==> src/rtl/ahb_region_dphase.sv <==
// AHB-Lite data-phase region steering. Registers the decoder select on
// each accepted address phase, muxes the selected slave's response back to
// the master, and generates the two-cycle ERROR response for unmapped
// accesses and for slaves that stall past the timeout.
module ahb_region_dphase #(
  parameter int XLEN           = 64,
  parameter int NREGIONS       = 12,
  parameter int TIMEOUT_CYCLES = 256
) (
  input  logic                               HCLK,
  input  logic                               HRESETn,
  input  logic [NREGIONS-1:0]                SelRegions,
  input  logic [1:0]                         HTRANS,
  input  logic [NREGIONS-2:0]                HREADYRegions,
  input  logic [NREGIONS-2:0]                HRESPRegions,
  input  logic [NREGIONS-1:1][XLEN-1:0]      HRDATARegions,
  output logic [NREGIONS-1:0]                HSELRegionsD,
  output logic                               HREADY,
  output logic                               HRESP,
  output logic [XLEN-1:0]                    HRDATA,
  output logic                               TimeoutErr
);

  localparam int CW = (TIMEOUT_CYCLES > 2) ? $clog2(TIMEOUT_CYCLES) : 1;
  // Counter value seen on the last tolerated stall edge; that edge moves to ERR1.
  localparam logic [CW-1:0] STALL_LAST = CW'(TIMEOUT_CYCLES - 2);

  typedef enum logic [1:0] {
    IDLE = 2'd0,
    DATA = 2'd1,
    ERR1 = 2'd2,
    ERR2 = 2'd3
  } state_t;

  state_t              state, state_next;
  logic [NREGIONS-1:0] sel_next;
  logic [CW-1:0]       stall_cnt, stall_next;
  logic                timeout_next;
  logic                take_addr;

  logic                s_ready;
  logic                s_resp;
  logic [XLEN-1:0]     s_data;

  // Only HTRANS[1] distinguishes NONSEQ/SEQ from IDLE/BUSY.
  logic                htrans_unused;
  assign htrans_unused = HTRANS[0];

  // Steer the lowest-numbered selected slave (bit 0 is never a slave).
  always_comb begin
    // NOTE: every always_comb output gets a default first so no path can infer a latch.
    s_ready = 1'b1;
    s_resp  = 1'b0;
    s_data  = '0;
    for (int i = NREGIONS - 1; i >= 1; i--) begin
      if (HSELRegionsD[i]) begin
        s_ready = HREADYRegions[i-1];
        s_resp  = HRESPRegions[i-1];
        s_data  = HRDATARegions[i];
      end
    end
  end

  // Next-state, bus outputs and address-phase capture.
  always_comb begin
    state_next   = state;
    sel_next     = HSELRegionsD;
    stall_next   = '0;
    timeout_next = 1'b0;
    take_addr    = 1'b0;
    HREADY       = 1'b1;
    HRESP        = 1'b0;
    HRDATA       = '0;

    unique case (state)
      IDLE: take_addr = 1'b1;
      DATA: begin
        HREADY = s_ready;
        HRESP  = s_resp;
        HRDATA = s_data;
        if (s_ready) begin
          take_addr = 1'b1;
        end else if (stall_cnt == STALL_LAST) begin
          state_next   = ERR1;
          timeout_next = 1'b1;
        end else if (stall_cnt != '1) begin
          stall_next = stall_cnt + 1'b1;
        end else begin
          stall_next = stall_cnt;
        end
      end
      ERR1: begin
        HREADY     = 1'b0;
        HRESP      = 1'b1;
        state_next = ERR2;
      end
      ERR2: begin
        HRESP     = 1'b1;
        take_addr = 1'b1;
      end
      default: state_next = IDLE;
    endcase

    // Accept rule: every HREADY=1 cycle either captures a new address phase or idles.
    if (take_addr) begin
      if (HTRANS[1]) begin
        sel_next   = SelRegions;
        state_next = SelRegions[0] ? ERR1 : DATA;
      end else begin
        sel_next   = '0;
        state_next = IDLE;
      end
    end
  end

  // State, select, stall counter and timeout pulse registers.
  always_ff @(posedge HCLK or negedge HRESETn) begin
    if (!HRESETn) begin
      state        <= IDLE;
      HSELRegionsD <= '0;
      stall_cnt    <= '0;
      TimeoutErr   <= 1'b0;
    end else begin
      // NOTE: sequential state uses non-blocking assignments so all registers update together.
      state        <= state_next;
      HSELRegionsD <= sel_next;
      stall_cnt    <= stall_next;
      TimeoutErr   <= timeout_next;
    end
  end

endmodule
==> config.mk <==
export PLATFORM = sky130hd
export DESIGN_NAME = ahb_region_dphase
export DESIGN_NICKNAME = d
export VERILOG_FILES = /design/src/rtl/ahb_region_dphase.sv
export SDC_FILE = /design/constraint.sdc
export NUM_CORES = 1
export LEC_CHECK = 0
export CAP_MARGIN = 10
export CORE_AREA = 5 5 318 320
export CTS_CLUSTER_SIZE = 40
export DETAILED_ROUTE_END_ITERATION = 12
export DIE_AREA = 0 0 323 325
export SLEW_MARGIN = 30
export SYNTH_ARGS = -nofsm -noshare
export SYNTH_HDL_FRONTEND = slang
export SYNTH_SLANG_ARGS = --single-unit
==> constraint.sdc <==
create_clock -name HCLK -period 2.9 [get_ports HCLK]
set_input_delay 0.435 -clock HCLK [delete_from_list [all_inputs] [get_ports HCLK]]
set_output_delay 0.435 -clock HCLK [all_outputs]
set_load 0.02 [all_outputs]
==> results.py <==
metrics = {
    "cts": {
        "ctsHtreeMaxLevel": 1,
        "cts_made_buffers": 3,
        "cts.clk_slew.worst_paths_ps": 70,
        "cts_root_buf": "clkbuf_16",
        "cts_tree": "built",
        "clkSinkCount": 23,
        "holdBufCountCts": 0,
        "clk_latency_ps": 260,
        "clk_path_buf_depth": 2,
    },
    "sta": {
        "setup_ws_ps": -209.4,
        "fmax_ghz": 0.3216,
        "timing.final.crit_period_ps": 3109,
        "grt_setup_unrepaired": "yes",
        "maxSlewViolCount": 0,
        "clock_skew_ps": 5.512,
        "period_share": 1.072,
        "worstMarginPinSlew_ps": 839.9,
        "slew_headroom": 0.4400,
        "hold_viol": 0,
        "setup_viol": 22,
    },
    "synth": {
        "synth_cells": 1283,
        "yosys_most_used_dff": "dfrtp_1",
        "async_flop_share": 1.000,
        "synth_edf_count": 0,
        "synth-warning-count": 0,
        "seq_area_frac_synth": 0.07282,
        "syn_avg_cell_area_um2": 6.160,
        "ys_ff_latch": 23,
        "synth_nets": 2031,
        "syn_area_um2": 7904,
        "synth.distinct_cells": 52,
    },
    "global_route": {
        "grt_pass1_vias": 15020,
        "antenna_found_initial": 45,
        "overflow": 0,
        "grt_usage": 0.1809,
        "grt_max_degree": 45,
        "grt_pass1_wl_um": 132200,
    },
    "final_layout": {
        "final_cells": 3446,
        "num-nets-final": 2889,
        "fill_cells": 10990,
        "area_growth_pct": 158.9,
        "drive_above_1_share": 0.1888,
    },
    "critical_path": {
        "slowest_delay_ps": 520,
        "path_class": "reg -> out",
        "crit_buf_inv": 6,
        "start_kind": "flip-flop",
        "arrival_ps": 2670,
        "crit_required_ps": 2470,
        "crit_path_top_delay_cell": "dfrtp_4",
        "path_depth": 11,
        "critPathTopFamily": "buffers and inverters",
        "path_cells": "buf_12, buf_12, buf_12, nand3b_1, a221oi_2, buf_4, o221ai_2, a21o_1, a21oi_2, buf_4, buf_12",
        "rr_worst_depth": 5,
        "reg2reg_to": "HSELRegionsD[0]$_DFFE_PN0P_",
        "worst_r2r_startpoint": "HSELRegionsD[2]$_DFFE_PN0P_",
        "r2r_slack_ps": 320,
        "worstPathMaxFanout": 7,
        "critPathCaptureType": "output pin",
        "crit_top_cell": "buf_12",
    },
    "min_path": {
        "hold_path.class": "reg -> reg",
        "whs_endpoint": "HSELRegionsD[0]$_DFFE_PN0P_",
        "hp-start": "HSELRegionsD[0]$_DFFE_PN0P_",
        "hold-path-cell-count": 2,
    },
    "flow_run": {
        "max_cap_violations": 0,
    },
    "run_status": {
        "status": "finished, violations left",
        "violations": "negative setup slack",
    },
    "placement": {
        "port_buffers": 819,
        "dpl.hpwl_um": 86210,
        "place_inst": 3390,
        "place.gp.congestion": 0.9581,
        "dp_worst_setup_slack_ps": -503.6,
    },
    "power_and_ir_drop": {
        "vdd_drop_max_uv": 396.2,
        "p_per_area_nw_per_um2": 875.3,
        "leakage_nw": 7.550,
    },
    "route": {
        "via_count": 15130,
        "drtPass1Iterations": 6,
        "ant_nets": 0,
        "wl_per_cell_um": 29.88,
        "via_per_inst": 4.389,
        "drt-total-wl_um": 103000,
        "drc": 0,
        "drtIter0Drc": 1314,
    },
    "floorplan": {
        "die_h_um": 325,
        "dieArea_um2": 105000,
        "rows": 115,
        "ioPinCount": 821,
        "floorplan.initialDensity": 0.08078,
        "fp.dieW_um": 323,
        "core_um2": 97840,
    },
}
-- routing by layer --
metal,track usage,up-vias,wire (µm)
met3,0.05021,141,9047
met5,0,-,130
met4,0.04361,20,2953
li1,-,6712,-
met2,0.3090,916,48230
met1,0.2252,7336,42600
-- power breakdown --
group	internal, W	total, W	switching (W)
registers	0.000446	0.000684	0.000238
logic	0.00738	0.0169	0.00954
clock network	0.000186	0.000310	0.000124
total	0.00801	0.0179	0.00991
-- area by class of cell --
class	count	area (µm²)	share of cell area
diodes	19	47.55	0.002323
clock buffers	3	75.07	0.003668
clock inverters	1	5.005	0.0002445
inverters	81	321.6	0.01571
multi-input cells	1017	7131	0.3484
flip-flops and latches	23	605.6	0.02959
well taps	1287	1610	0.07868
repair buffers	1015	10670	0.5214
-- cells in the mapped netlist (2+ instances only) --
cell type	n	area (µm²)
dfrtp_1	23	575.6
nand3_1	2	10.01
a21oi_1	195	975.9
o21ai_0	69	345.3
nor3_1	10	50.05
buf_1	19	71.32
ha_1	6	75.07
mux2i_1	15	150.1
o221ai_1	66	578.1
a21o_1	65	488.0
o22ai_1	65	406.6
clkbuf_1	139	521.8
and3_1	3	18.77
nand3b_1	64	480.5
or2_2	2	12.51
a311oi_1	2	17.52
nor2b_1	3	18.77
o211ai_1	65	488.0
a221oi_1	129	1130
nand2b_1	2	12.51
a31oi_1	3	18.77
nor2_1	8	30.03
o31a_1	2	17.52
inv_1	81	304.0
xnor2_1	2	17.52
nand4_1	4	25.02
a211oi_1	2	15.01
nand2_1	212	795.8
buf_2	2	10.01
-- registers in the layout, indices dropped and copies added (netlist names) --
name	flops
HSELRegionsD	12
stall_cnt	8
state	2
TimeoutErr	1
-- what timing repair did --
item,CTS,global route
pin swaps,75,94
cloned,4,3
buffers inserted,23,13
hold endpoints to repair,0,0
resized for setup,201,73
endpoints found under the setup margin,66,57
-- cells in the final DEF (no fill, tap or decap), drive strengths merged, types with 4 or more instances in the layout --
cell and count:
clkdlybuf4s50 753, buf 249, nand2 212, a21oi 195, a221oi 129, inv 79, o21ai 69, o221ai 66
o211ai 65, o22ai 65, a21o 65, nand3b 64, dfrtp 23, diode 19, mux2i 15, nor3 10
nor2 8, clkbuf 8, dlygate4sd2 6, ha 6, nand4 4, a31oi 4
-- worst min-delay path, stage by stage, from the launching register on --
cell and delay [ps]:
dfrtp_1 380, inv_1 60, mux2i_1 80
-- worst max-delay path by stage --
stage            endpoint                         start  slack, ps
2_1_floorplan      HREADY  HSELRegionsD[11]$_DFFE_PN0P_        370
3_3_place_gp   HRDATA[58]  HSELRegionsD[10]$_DFFE_PN0P_       -470
3_5_place_dp   HRDATA[58]  HSELRegionsD[10]$_DFFE_PN0P_       -500
4_1_cts        HRDATA[49]  HSELRegionsD[10]$_DFFE_PN0P_       -250
5_1_grt        HRDATA[46]  HSELRegionsD[10]$_DFFE_PN0P_       -270
6_report       HRDATA[46]  HSELRegionsD[10]$_DFFE_PN0P_       -210
-- kinds of logic (layout without fill, tap and decap cells) --
logic type      count (synthesis)  count (layout)  share of synthesized area
mux                            15              15                    0.01900
xor+xnor                        3               3                   0.003325
other cells                     0              19                          0
buf+inv                       243            1100                     0.1181
fa+ha+maj                       6               6                   0.009498
simple gates                  318             318                     0.1919
compound gates                675             675                     0.5854
flops                          23              23                    0.07282
-- stage by stage --
step                power [W]  setup TNS, ps    util  cell area [µm²]  hold slack [ps]
floorplan            0.007424              0       -             7904            139.4
global placement      0.01594          -4507  0.1946            19040            511.2
detailed placement    0.01596          -4503  0.1946            19040            567.6
CTS                   0.01762          -3186  0.2054            20100            577.0
global route          0.01896          -4475  0.2089            20440            581.0
finish                0.01791          -1835  0.2092            20470            567.5
No activity file was read; power rests on OpenSTA's default activity.
